`config.mk`:
```
export PLATFORM = sky130hd
export DESIGN_NAME = atm_keypad_frontend_flat
export DESIGN_NICKNAME = d
export VERILOG_FILES = /design/src/rtl/atm_pkg.sv /design/src/rtl/atm_keypad_frontend_if.sv /design/src/rtl/atm_bcd_accumulator.sv /design/src/rtl/atm_keypad_frontend.sv /design/src/flat_wrapper.sv
export SDC_FILE = /design/constraint.sdc
export NUM_CORES = 1
export LEC_CHECK = 0
export CORE_MARGIN = 1.5
export CORE_UTILIZATION = 45
export CTS_CLUSTER_DIAMETER = 150
export DETAILED_ROUTE_END_ITERATION = 6
export DONT_BUFFER_PORTS = 1
export PLACE_DENSITY = 0.58
export SYNTH_ARGS = -nofsm -noshare
export SYNTH_HDL_FRONTEND = slang
export SYNTH_SLANG_ARGS = --single-unit
```
`constraint.sdc`:
```
create_clock -name clk -period 7.4 [get_ports clk]
set_clock_uncertainty 0.1 [all_clocks]
set_input_delay 1.48 -clock clk [delete_from_list [all_inputs] [get_ports clk]]
set_output_delay 1.48 -clock clk [all_outputs]
set_load 0.01 [all_outputs]
```
`src/rtl/atm_pkg.sv`:
```
// Shared definitions for the ATM keypad frontend and the ATM transaction core:
// menu codes, keypad codes and the frontend state encoding.
package atm_pkg;

    // Menu codes, shared with the ATM core
    localparam logic [2:0] MENU_WAITING               = 3'd0;
    localparam logic [2:0] MENU_MENU                  = 3'd2;
    localparam logic [2:0] MENU_BALANCE               = 3'd3;
    localparam logic [2:0] MENU_WITHDRAW              = 3'd4;
    localparam logic [2:0] MENU_WITHDRAW_SHOW_BALANCE = 3'd5;
    localparam logic [2:0] MENU_TRANSACTION           = 3'd6;
    localparam logic [2:0] MENU_DEPOSIT               = 3'd7;

    // Keypad codes; 0-9 are digits, 0xD-0xF are ignored
    localparam logic [3:0] KEY_ENTER  = 4'hA;
    localparam logic [3:0] KEY_CLEAR  = 4'hB;
    localparam logic [3:0] KEY_CANCEL = 4'hC;

    typedef enum logic [2:0] {
        ST_IDLE,
        ST_ACC,
        ST_PIN,
        ST_MENU,
        ST_DEST,
        ST_AMT,
        ST_ISSUE
    } fe_state_e;

    function automatic logic is_digit(input logic [3:0] k);
        return k <= 4'd9;
    endfunction

endpackage

```
`src/rtl/atm_keypad_frontend_if.sv`:
```
// Keypad-side inputs and the request bundle presented to the ATM core.
// The frontend uses the master view; the core/keypad side uses the slave view.
interface atm_keypad_frontend_if;
    logic        key_valid;
    logic [3:0]  key_code;
    logic        req_ready;
    logic        req_valid;
    logic [11:0] acc_number;
    logic [3:0]  pin;
    logic [2:0]  menu_option;
    logic [10:0] amount;
    logic [11:0] dest_acc;
    logic        key_err;
    logic        timeout;

    modport master (
        input  key_valid, key_code, req_ready,
        output req_valid, acc_number, pin, menu_option, amount, dest_acc,
               key_err, timeout
    );

    modport slave (
        output key_valid, key_code, req_ready,
        input  req_valid, acc_number, pin, menu_option, amount, dest_acc,
               key_err, timeout
    );
endinterface

```
`src/rtl/atm_bcd_accumulator.sv`:
```
// Decimal field accumulator: value*10 + digit with a digit-count cap of 4 and
// an upper limit. Purely combinational; the caller muxes the active field in
// and writes the result back into that field's register.
module atm_bcd_accumulator (
    input  logic [11:0] cur_value_i,
    input  logic [2:0]  cur_count_i,
    input  logic [3:0]  digit_i,
    input  logic        load_i,
    input  logic        clear_i,
    input  logic [11:0] limit_i,
    output logic [11:0] value_o,
    output logic [2:0]  count_o,
    output logic        reject_o
);

    logic [13:0] next_val;

    // Next value and accept/reject decision; a rejected digit leaves the field unchanged
    always_comb begin
        next_val = ({2'b00, cur_value_i} * 14'd10) + {10'd0, digit_i};
        value_o  = cur_value_i;
        count_o  = cur_count_i;
        reject_o = 1'b0;
        if (clear_i) begin
            value_o = 12'd0;
            count_o = 3'd0;
        end else if (load_i) begin
            if ((cur_count_i >= 3'd4) || (next_val > {2'b00, limit_i})) begin
                reject_o = 1'b1;
            end else begin
                value_o = next_val[11:0];
                count_o = cur_count_i + 3'd1;
            end
        end
    end

endmodule

```
`src/rtl/atm_keypad_frontend.sv`:
```
// Keypad entry sequencer: assembles account, PIN, menu option, destination and
// amount from keystrokes and issues one request to the ATM core with a
// valid/ready handshake. Abandons the session after an inactivity timeout.
module atm_keypad_frontend
    import atm_pkg::*;
#(
    parameter int TIMEOUT_CYCLES = 128,
    parameter int ACC_MAX        = 4095,
    parameter int AMT_MAX        = 2047
) (
    input  logic                 clk,
    input  logic                 rst_n,
    atm_keypad_frontend_if.master bus
);

    localparam int TW = (TIMEOUT_CYCLES > 1) ? $clog2(TIMEOUT_CYCLES) : 1;

    fe_state_e       state_q, state_d;
    logic [11:0]     acc_q, acc_d;
    logic [3:0]      pin_q, pin_d;
    logic [2:0]      menu_q, menu_d;
    logic [10:0]     amt_q, amt_d;
    logic [11:0]     dest_q, dest_d;
    logic [2:0]      cnt_q, cnt_d;
    logic [TW-1:0]   tmr_q, tmr_d;
    logic            key_err_q, key_err_d;
    logic            timeout_q, timeout_d;

    logic [11:0]     acc_cur, acc_limit, acc_val;
    logic [2:0]      acc_cnt;
    logic            acc_rej, acc_load, acc_clear;

    assign acc_load  = bus.key_valid && is_digit(bus.key_code);
    assign acc_clear = bus.key_valid && (bus.key_code == KEY_CLEAR);

    // Route the field being typed, and its limit, into the shared accumulator
    always_comb begin
        acc_cur   = 12'd0;
        acc_limit = 12'(ACC_MAX);
        case (state_q)
            ST_ACC:  acc_cur = acc_q;
            ST_DEST: acc_cur = dest_q;
            ST_AMT: begin
                acc_cur   = {1'b0, amt_q};
                acc_limit = 12'(AMT_MAX);
            end
            default: ;
        endcase
    end

    atm_bcd_accumulator u_acc (
        .cur_value_i (acc_cur),
        .cur_count_i (cnt_q),
        .digit_i     (bus.key_code),
        .load_i      (acc_load),
        .clear_i     (acc_clear),
        .limit_i     (acc_limit),
        .value_o     (acc_val),
        .count_o     (acc_cnt),
        .reject_o    (acc_rej)
    );

    // Next-state, field updates, inactivity timer and pulse outputs
    always_comb begin
        state_d   = state_q;
        acc_d     = acc_q;
        pin_d     = pin_q;
        menu_d    = menu_q;
        amt_d     = amt_q;
        dest_d    = dest_q;
        cnt_d     = cnt_q;
        tmr_d     = tmr_q;
        key_err_d = 1'b0;
        timeout_d = 1'b0;

        // A key always reloads; the timer only runs while a field is being entered
        if (bus.key_valid) begin
            tmr_d = '0;
        end else if ((state_q != ST_IDLE) && (state_q != ST_ISSUE)) begin
            if (tmr_q == TW'(TIMEOUT_CYCLES - 1)) begin
                tmr_d     = '0;
                timeout_d = 1'b1;
            end else begin
                tmr_d = tmr_q + 1'b1;
            end
        end

        if (timeout_d) begin
            state_d = ST_IDLE;
            acc_d = '0; pin_d = '0; menu_d = '0; amt_d = '0; dest_d = '0; cnt_d = '0;
        end else if (state_q == ST_ISSUE) begin
            // Keys are ignored here; the session continues at MENU after delivery
            if (bus.req_ready) begin
                state_d = ST_MENU;
                menu_d  = '0;
                amt_d   = '0;
                dest_d  = '0;
                cnt_d   = '0;
            end
        end else if (bus.key_valid) begin
            if (bus.key_code == KEY_CANCEL) begin
                state_d = ST_IDLE;
                acc_d = '0; pin_d = '0; menu_d = '0; amt_d = '0; dest_d = '0; cnt_d = '0;
            end else if (bus.key_code == KEY_CLEAR) begin
                case (state_q)
                    ST_ACC:  begin acc_d  = acc_val;        cnt_d = acc_cnt; end
                    ST_DEST: begin dest_d = acc_val;        cnt_d = acc_cnt; end
                    ST_AMT:  begin amt_d  = acc_val[10:0];  cnt_d = acc_cnt; end
                    ST_PIN:  begin pin_d  = '0;             cnt_d = '0;      end
                    ST_MENU: begin menu_d = '0;             cnt_d = '0;      end
                    default: ;
                endcase
            end else if (bus.key_code == KEY_ENTER) begin
                if (state_q != ST_IDLE) begin
                    if (cnt_q == 3'd0) begin
                        key_err_d = 1'b1;
                    end else begin
                        cnt_d = '0;
                        case (state_q)
                            ST_ACC:  state_d = ST_PIN;
                            ST_PIN:  state_d = ST_MENU;
                            ST_DEST: state_d = ST_AMT;
                            ST_AMT:  state_d = ST_ISSUE;
                            ST_MENU: begin
                                case (menu_q)
                                    MENU_BALANCE:     state_d = ST_ISSUE;
                                    MENU_TRANSACTION: state_d = ST_DEST;
                                    MENU_WITHDRAW, MENU_WITHDRAW_SHOW_BALANCE,
                                    MENU_DEPOSIT:     state_d = ST_AMT;
                                    default: begin
                                        key_err_d = 1'b1;
                                        cnt_d     = cnt_q;
                                    end
                                endcase
                            end
                            default: ;
                        endcase
                    end
                end
            end else if (is_digit(bus.key_code)) begin
                case (state_q)
                    ST_IDLE: begin
                        acc_d   = acc_val;
                        cnt_d   = acc_cnt;
                        state_d = ST_ACC;
                    end
                    ST_ACC: begin
                        key_err_d = acc_rej;
                        acc_d     = acc_val;
                        cnt_d     = acc_cnt;
                    end
                    ST_DEST: begin
                        key_err_d = acc_rej;
                        dest_d    = acc_val;
                        cnt_d     = acc_cnt;
                    end
                    ST_AMT: begin
                        key_err_d = acc_rej;
                        amt_d     = acc_val[10:0];
                        cnt_d     = acc_cnt;
                    end
                    ST_PIN: begin
                        pin_d = bus.key_code;
                        cnt_d = 3'd1;
                    end
                    ST_MENU: begin
                        if ((bus.key_code >= 4'd3) && (bus.key_code <= 4'd7)) begin
                            menu_d = bus.key_code[2:0];
                            cnt_d  = 3'd1;
                        end else begin
                            key_err_d = 1'b1;
                        end
                    end
                    default: ;
                endcase
            end
        end
    end

    // State, field and pulse registers
    always_ff @(posedge clk or negedge rst_n) begin
        if (!rst_n) begin
            state_q   <= ST_IDLE;
            acc_q     <= '0;
            pin_q     <= '0;
            menu_q    <= '0;
            amt_q     <= '0;
            dest_q    <= '0;
            cnt_q     <= '0;
            tmr_q     <= '0;
            key_err_q <= 1'b0;
            timeout_q <= 1'b0;
        end else begin
            state_q   <= state_d;
            acc_q     <= acc_d;
            pin_q     <= pin_d;
            menu_q    <= menu_d;
            amt_q     <= amt_d;
            dest_q    <= dest_d;
            cnt_q     <= cnt_d;
            tmr_q     <= tmr_d;
            key_err_q <= key_err_d;
            timeout_q <= timeout_d;
        end
    end

    assign bus.req_valid   = (state_q == ST_ISSUE);
    assign bus.acc_number  = acc_q;
    assign bus.pin         = pin_q;
    assign bus.menu_option = menu_q;
    assign bus.amount      = amt_q;
    assign bus.dest_acc    = dest_q;
    assign bus.key_err     = key_err_q;
    assign bus.timeout     = timeout_q;

endmodule
```
`src/flat_wrapper.sv`:
```
// flat-port wrapper written by rule: the top's interface ports become plain ports
module atm_keypad_frontend_flat import atm_pkg::*;
#(
    parameter int TIMEOUT_CYCLES = 128,
    parameter int ACC_MAX        = 4095,
    parameter int AMT_MAX        = 2047
)
  (clk, rst_n, bus_key_valid, bus_key_code, bus_req_ready, bus_req_valid, bus_acc_number, bus_pin, bus_menu_option, bus_amount, bus_dest_acc, bus_key_err, bus_timeout);
  atm_keypad_frontend_if bus_i ();
  input  logic clk;
  input  logic rst_n;
  input wire logic [$bits(bus_i.key_valid)-1:0] bus_key_valid;
  input wire logic [$bits(bus_i.key_code)-1:0] bus_key_code;
  input wire logic [$bits(bus_i.req_ready)-1:0] bus_req_ready;
  output wire logic [$bits(bus_i.req_valid)-1:0] bus_req_valid;
  output wire logic [$bits(bus_i.acc_number)-1:0] bus_acc_number;
  output wire logic [$bits(bus_i.pin)-1:0] bus_pin;
  output wire logic [$bits(bus_i.menu_option)-1:0] bus_menu_option;
  output wire logic [$bits(bus_i.amount)-1:0] bus_amount;
  output wire logic [$bits(bus_i.dest_acc)-1:0] bus_dest_acc;
  output wire logic [$bits(bus_i.key_err)-1:0] bus_key_err;
  output wire logic [$bits(bus_i.timeout)-1:0] bus_timeout;
  assign bus_i.key_valid = bus_key_valid;
  assign bus_i.key_code = bus_key_code;
  assign bus_i.req_ready = bus_req_ready;
  assign bus_req_valid = bus_i.req_valid;
  assign bus_acc_number = bus_i.acc_number;
  assign bus_pin = bus_i.pin;
  assign bus_menu_option = bus_i.menu_option;
  assign bus_amount = bus_i.amount;
  assign bus_dest_acc = bus_i.dest_acc;
  assign bus_key_err = bus_i.key_err;
  assign bus_timeout = bus_i.timeout;
  atm_keypad_frontend #(.TIMEOUT_CYCLES(TIMEOUT_CYCLES), .ACC_MAX(ACC_MAX), .AMT_MAX(AMT_MAX)) u_core (.clk(clk), .rst_n(rst_n), .bus(bus_i));
endmodule
```
== Word-level counts from Yosys, hierarchy flattened ==
Index checks and enable logic that the tools add are counted.

* $add $sub $neg: 3
* $mul: 1
* Divide/modulo/power cells: 0
* $lt $le $gt $ge: 5
* Eq/ne operators: 35
* Shifts and indexed selects: 0
* Multiplexer cells: 104
* Bitwise logic cells: 0
* Reduce and logical (&&, ||, !) cells: 31

{| class="wikitable"
|+ Operators by type and width
! operator !! number
|-
| 12-bit 2-to-1 mux || 22
|-
| 3-bit 2-to-1 mux || 37
|-
| 11-bit 2-to-1 mux || 9
|-
| 4-bit 2-to-1 mux || 9
|-
| 12-bit one-hot mux with 3 select lines || 1
|-
| 3-bit equality test, second input constant || 7
|-
| 7-bit 2-to-1 mux || 3
|-
| 5-bit nonzero test || 4
|-
| 1-bit 2-to-1 mux || 18
|-
| 3-bit one-hot mux with 3 select lines || 2
|-
| 9-bit AND reduction || 2
|-
| 5-bit by 3-bit inequality test with 1-bit output, second input constant || 3
|-
| 3-bit one-hot mux with 5 select lines || 1
|-
| 14-bit by 4-bit adder with 14-bit output || 1
|-
| 14-bit by 12-bit greater-than comparator with 1-bit output || 1
|-
| 12-bit by 3-bit multiplier with 13-bit output, second input constant || 1
|-
| 4-bit equality test, second input constant || 3
|-
| 4-bit by 2-bit inequality test with 1-bit output, second input constant || 3
|-
| 6-bit by 3-bit inequality test with 1-bit output, second input constant || 2
|-
| 6-bit AND reduction || 2
|-
| 3-bit by 2-bit equality test with 1-bit output, second input constant || 3
|-
| 9-bit by 7-bit inequality test with 1-bit output, second input constant || 1
|-
| 8-bit by 6-bit inequality test with 1-bit output, second input constant || 1
|-
| 4-bit nonzero test || 2
|-
| other kinds (33) || 41
|}

* Bits in registers: 57
* Latch bits: 0
* Bits in writable memories: 0
* Bits in read-only memories: 0
* Output and inout port bits: 45
* Memories: 0

== Depth between registers and ports, before layout ==
* Depth in word-level cells: 17
* Gate-level depth with buffers: 26

== By module ==
A second synthesis with hierarchy kept.

* Cells, all modules: 576
* Area, all modules: 5168.7 um^2

{| class="wikitable"
|+ Modules (own cells, without submodules)
! module !! times used !! cells an instance !! area each (um^2)
|-
| atm_keypad_frontend || 1 || 354 || 3432.0
|-
| atm_bcd_accumulator || 1 || 222 || 1736.7
|}

== Worst setup path before layout ==
OpenSTA, ideal clock, no wires.

* Path type: reg-to-reg
* From: register u_core.state_q[0]
* To: register u_core.cnt_q[1]
* Arrival: 5.809 ns
* Required time: 7.213 ns
* Path slack: 1.405 ns
* Stages on the path, launching flop included: 26
* Period minus slack after synthesis: 5.995 ns
* Cells stage by stage: dfrtp_1 -> buf_2 -> clkbuf_1 -> buf_1 -> mux2_2 -> a22o_1 -> nand2_1 -> inv_1 -> ha_1 -> ha_1 -> inv_1 -> fa_1 -> nand2b_1 -> o2bb2ai_1 -> xor2_1 -> nor3_1 -> nand3_1 -> xor2_1 -> inv_1 -> ha_1 -> nand4_1 -> or4_1 -> o41a_1 -> a211o_4 -> or4_1 -> o211ai_1

* Longest elaborated chain between the ends: 17
* Elaborated cells on any way between the ends: 46

{| class="wikitable"
|+ Ends and longest elaborated chain
! item !! RTL line !! source
|-
| start: declaration || atm_keypad_frontend.sv:18 || <nowiki>fe_state_e state_q, state_d;</nowiki>
|-
| start signal: assignment || atm_keypad_frontend.sv:194 || <nowiki>state_q <= state_d;</nowiki>
|-
| 3-bit equality test / 3-bit by 1-bit equality test with 1-bit output (equally long branches) || atm_keypad_frontend.sv:40, atm_keypad_frontend.sv:105, atm_keypad_frontend.sv:141 ||
|-
| 12-bit one-hot mux with 3 select lines || atm_keypad_frontend.sv:40 || <nowiki>case (state_q)</nowiki>
|-
| 12-bit by 3-bit multiplier with 13-bit output || atm_bcd_accumulator.sv:20 || <nowiki>next_val = ({2'b00, cur_value_i} * 14'd10) + {10'd0, digit_i};</nowiki>
|-
| 14-bit by 4-bit adder with 14-bit output || atm_bcd_accumulator.sv:20 ||
|-
| 14-bit by 12-bit greater-than comparator with 1-bit output || atm_bcd_accumulator.sv:28 || <nowiki>if ((cur_count_i >= 3'd4) || (next_val > {2'b00, limit_i})) begin</nowiki>
|-
| 1-bit logical OR || atm_bcd_accumulator.sv:28 ||
|-
| 3-bit 2-to-1 mux || atm_bcd_accumulator.sv:28 ||
|-
| 3-bit 2-to-1 mux || atm_bcd_accumulator.sv:27 || <nowiki>end else if (load_i) begin</nowiki>
|-
| 3-bit 2-to-1 mux || atm_bcd_accumulator.sv:24 || <nowiki>if (clear_i) begin</nowiki>
|-
| 3-bit one-hot mux with 3 select lines || atm_keypad_frontend.sv:141 || <nowiki>case (state_q)</nowiki>
|-
| 3-bit 2-to-1 mux || atm_keypad_frontend.sv:140 || <nowiki>end else if (is_digit(bus.key_code)) begin</nowiki>
|-
| 3-bit 2-to-1 mux || atm_keypad_frontend.sv:113 || <nowiki>end else if (bus.key_code == KEY_ENTER) begin</nowiki>
|-
| 3-bit 2-to-1 mux || atm_keypad_frontend.sv:104 || <nowiki>end else if (bus.key_code == KEY_CLEAR) begin</nowiki>
|-
| 3-bit 2-to-1 mux || atm_keypad_frontend.sv:101 || <nowiki>if (bus.key_code == KEY_CANCEL) begin</nowiki>
|-
| 3-bit 2-to-1 mux || atm_keypad_frontend.sv:100 || <nowiki>end else if (bus.key_valid) begin</nowiki>
|-
| 3-bit 2-to-1 mux || atm_keypad_frontend.sv:91 || <nowiki>end else if (state_q == ST_ISSUE) begin</nowiki>
|-
| 3-bit 2-to-1 mux || atm_keypad_frontend.sv:88 || <nowiki>if (timeout_d) begin</nowiki>
|-
| end signal: assignment || atm_keypad_frontend.sv:200 || <nowiki>cnt_q <= cnt_d;</nowiki>
|-
| end: declaration || atm_keypad_frontend.sv:24 || <nowiki>logic [2:0] cnt_q, cnt_d;</nowiki>
|}

Several ways; a longest one is shown, not always the timed one. The select of a mux whose other input is x is not followed.
A chain may end at the register's enable or synchronous reset.

== Final worst setup path ==
* From: register u_core.state_q[0]
* To: register u_core.dest_q[11], in the netlist u_core.bus.dest_acc[11]

* Longest elaborated chain between the ends: 17
* Elaborated cells on any way between the ends: 31

{| class="wikitable"
|+ Ends and longest elaborated chain
! item !! RTL line !! source
|-
| 3-bit equality test, or another cell as far along || atm_keypad_frontend.sv:40 ||
|-
| 12-bit one-hot mux with 3 select lines || atm_keypad_frontend.sv:40 ||
|-
| 12-bit by 3-bit multiplier with 13-bit output || atm_bcd_accumulator.sv:20 ||
|-
| 14-bit by 4-bit adder with 14-bit output || atm_bcd_accumulator.sv:20 ||
|-
| 14-bit by 12-bit greater-than comparator with 1-bit output || atm_bcd_accumulator.sv:28 ||
|-
| 1-bit logical OR || atm_bcd_accumulator.sv:28 ||
|-
| 12-bit 2-to-1 mux || atm_bcd_accumulator.sv:28 ||
|-
| 12-bit 2-to-1 mux || atm_bcd_accumulator.sv:27 ||
|-
| 12-bit 2-to-1 mux || atm_bcd_accumulator.sv:24 ||
|-
| 12-bit 2-to-1 mux || atm_keypad_frontend.sv:105, atm_keypad_frontend.sv:141 ||
|-
| 12-bit 2-to-1 mux || atm_keypad_frontend.sv:140 ||
|-
| 12-bit 2-to-1 mux || atm_keypad_frontend.sv:113 ||
|-
| 12-bit 2-to-1 mux || atm_keypad_frontend.sv:104 ||
|-
| 12-bit 2-to-1 mux || atm_keypad_frontend.sv:101 ||
|-
| 12-bit 2-to-1 mux || atm_keypad_frontend.sv:100 ||
|-
| 12-bit 2-to-1 mux || atm_keypad_frontend.sv:91 ||
|-
| 12-bit 2-to-1 mux || atm_keypad_frontend.sv:88 ||
|-
| end signal: assignment || atm_keypad_frontend.sv:199 || <nowiki>dest_q <= dest_d;</nowiki>
|-
| end: declaration || atm_keypad_frontend.sv:23 || <nowiki>logic [11:0] dest_q, dest_d;</nowiki>
|}

Several ways; a longest one is shown, not always the timed one. The select of a mux whose other input is x is not followed.

==> flow_metrics.py <==
metrics = {
    "floorplanning": {
        "start_util_pct": 45.9,
        "die_w_um": 102,
        "design.portCount": 53,
        "core_area_mm2": 0.00968,
        "die_y_um": 102,
        "die_area_mm2": 0.0105,
        "rows": 36,
    },
    "cts": {
        "cts_hold_buf": 0,
        "clock_latency_ns": 0.35,
        "clkSlewWorstSetupHoldPaths_ns": 0.07,
        "numCtsBuffers": 9,
        "cts_root_buf": "clkbuf_8",
        "h-tree-depth": 3,
        "clock-sinks": 57,
        "cts_max_path_buffers": 2,
        "cts_tree": "built",
        "postCtsSetupBuffers": 0,
        "ctsResizeCount": 0,
    },
    "timing": {
        "period_needed_ns": 6.74,
        "max_freq_mhz": 148,
        "slew_viol_final": 0,
        "finalSetupTns_ns": 0,
        "max_slew.worst_pin.slew_ns": 1.12,
        "grt_setup_unrepaired": "no",
        "period_share_pct": 91.0,
        "finalHoldViolCount": 0,
        "maxSlewHeadroom_pct": 25.3,
        "setup_viol": 0,
    },
    "flow_run": {
        "drv_cap": 0,
    },
    "pwr": {
        "ir_worst_vdd_uv": 139,
        "finalPower_w": 0.00160,
        "p_leak_nw": 2.10,
        "power.density_mw_per_mm2": 338,
    },
    "critical_path": {
        "path_class": "reg2reg",
        "cp_max_fo": 20,
        "worstPathArrival_ns": 6.87,
        "cp.required_ns": 7.54,
        "ff2ff_path_depth": 23,
        "start_kind": "flop",
        "cp-end-kind": "flop",
    },
    "drt": {
        "drc": 0,
        "num_vias": 4120,
        "wl_per_cell_um": 20.0,
        "avgViaCountPerCell": 6.37,
        "wirelength_um": 12900,
        "first_iter_violations": 321,
        "dr.pass1.iters": 5,
        "antenna_left": 0,
    },
    "layout": {
        "seqCellArea_mm2": 0.00143,
        "syn_to_final_growth_pct": 6.54,
        "drive_gt1_share_pct": 7.59,
        "final_common_cell": "nand2_1",
        "multi_input_area_mm2": 0.00278,
        "layout.nets": 546,
        "layout_common_cells": "nand2_1, dfrtp_1, nor2_1, o21ai_0, inv_1",
        "fill_cells": 953,
        "num_antenna_cells": 0,
    },
    "global_route": {
        "grt_max_degree": 58,
        "grt_pass1_wl_um": 20700,
        "grtUsageTotal_pct": 25.7,
        "grt_pass1_vias": 3823,
        "antenna_found_initial": 0,
        "grt-ovfl-total": 0,
    },
    "synth": {
        "syn_area_mm2": 0.00444,
        "syn_area_per_cell_um2": 8.41,
        "ys_types": 62,
        "synth-main-ff-cell": "dfrtp_1",
        "synthCells": 528,
        "yosys_warnings": 0,
        "ys_seq_elements": 57,
        "ys_seq_area_share_pct": 32.1,
        "synth_fp_nets": 564,
        "synth_edf_count": 0,
        "synth-async-reset-ratio_pct": 100,
    },
    "placement": {
        "place_congestion": 0.883,
        "hpwl_um": 9180,
        "port_buffers": 0,
    },
    "min_path": {
        "min_path_type": "reg2reg",
        "hold_depth": 2,
    },
    "outcome": {
        "status": "complete, no violations",
    },
}
kinds of logic after synthesis:
kind of cell    after synthesis  synth area share, %
simple gates                181                 19.2
compound gates              159                 26.3
buf+inv                      62                 5.32
flops                        57                 32.1
fa+ha+maj                    28                 8.23
xor+xnor                     27                 5.32
mux                          14                 3.49
flip-flops by register name (all words and copies together), names as in the netlist:
signal,count
u_core.bus.menu_option,3
u_core.bus.key_err,1
u_core.bus.acc_number,12
u_core.bus.timeout,1
u_core.tmr_q,7
u_core.state_q,3
u_core.bus.pin,4
u_core.bus.dest_acc,12
u_core.cnt_q,3
u_core.bus.amount,11
worst paths after layout:
| path | start | to | slack (ns) |
|---|---|---|---|
| worst max-delay path | u_core.state_q[0]$_DFFE_PN0P_ | u_core.bus.dest_acc[11]$_DFFE_PN0P_ | 0.66 |
| worst min-delay path | u_core.bus.pin[0]$_DFFE_PN0P_ | u_core.bus.pin[0]$_DFFE_PN0P_ | 0.45 |
| worst max register to register | u_core.state_q[0]$_DFFE_PN0P_ | u_core.bus.dest_acc[11]$_DFFE_PN0P_ | 0.66 |
| worst min register to register | u_core.bus.pin[0]$_DFFE_PN0P_ | u_core.bus.pin[0]$_DFFE_PN0P_ | 0.45 |
| max in group asynchronous | rst_n | u_core.bus.acc_number[3]$_DFFE_PN0P_ | 6.38 |
| min in group asynchronous | rst_n | u_core.tmr_q[4]$_DFFE_PN0P_ | 0.71 |
per-layer routing:
metal | global-route usage [%] | up-vias | part of all wire, %
li1 | - | 1922 | -
met1 | 35.6 | 2021 | 46
met2 | 39.3 | 154 | 46
met3 | 5.68 | 23 | 6.5
met4 | 9.38 | 0 | 1.9
met5 | 0 | - | 0
where the power goes:
group	switching, W	leakage, nW	internal (W)	total [W]
Clock	0.000130	0.112	0.000190	0.000320
Combinational	0.000455	1.23	0.000267	0.000722
Sequential	0.000150	0.754	0.000409	0.000559
Total	0.000735	2.10	0.000866	0.00160
Yosys cell counts (4+ instances only):
| cell type | number | share of area (%) |
|---|---|---|
| a21o_1 | 4 | 0.68 |
| a21oi_1 | 19 | 2.1 |
| a22o_1 | 10 | 2.0 |
| a31oi_1 | 4 | 0.56 |
| a32o_1 | 16 | 3.6 |
| and2_1 | 5 | 0.70 |
| buf_1 | 4 | 0.34 |
| clkbuf_1 | 27 | 2.3 |
| dfrtp_1 | 57 | 32 |
| ha_1 | 26 | 7.3 |
| inv_1 | 27 | 2.3 |
| mux2_2 | 11 | 2.8 |
| nand2_1 | 65 | 5.5 |
| nand2b_1 | 6 | 0.85 |
| nand3_1 | 17 | 1.9 |
| nor2_1 | 40 | 3.4 |
| nor2b_1 | 4 | 0.56 |
| nor3_1 | 13 | 1.5 |
| o2111ai_1 | 4 | 0.79 |
| o211ai_1 | 20 | 3.4 |
| o21ai_0 | 33 | 3.7 |
| o311ai_1 | 14 | 2.8 |
| o31ai_1 | 7 | 1.2 |
| or3_1 | 9 | 1.3 |
| xnor2_1 | 14 | 2.8 |
| xor2_1 | 13 | 2.6 |
cell type report:
cell class | instances | area share (%)
Sequential cell | 57 | 30.1
Clock inverter | 2 | 0.740
Tap cell | 133 | 3.52
Clock buffer | 13 | 3.78
Multi-Input combinational cell | 409 | 58.7
Timing Repair Buffer | 5 | 0.793
Inverter | 28 | 2.30
critical path, stage by stage, from the launching register on:
cell and delay, ns:
dfrtp_1 0.34, inv_1 0.10, nor2_1 0.83, a22o_1 0.28
nand2_1 0.11, inv_1 0.17, ha_1 0.25, ha_1 0.22
inv_1 0.07, fa_1 0.19, nand2b_1 0.14, a21oi_1 0.09
o311ai_1 0.28, a21boi_1 0.35, nand3_1 0.13, xor2_1 0.27
inv_1 0.07, ha_1 0.27, nand4_1 0.07, or4_1 0.42
o41a_1 0.46, a211oi_4 0.38, nand2_1 0.54, a311o_1 0.49
stage by stage:
stage,hold WS [ns],worst slack [ns],instances,utilization [%],area [um^2]
floorplan,0.397,1.40,528,-,4440
global route,0.475,0.114,647,48.9,4730
CTS,0.452,0.614,647,48.8,4730
detailed placement,0.435,0.631,632,46.6,4510
finish,0.448,0.665,647,48.9,4730
global placement,0.430,0.838,632,46.6,4510
Note: power is estimated with default switching activity, not from simulation.
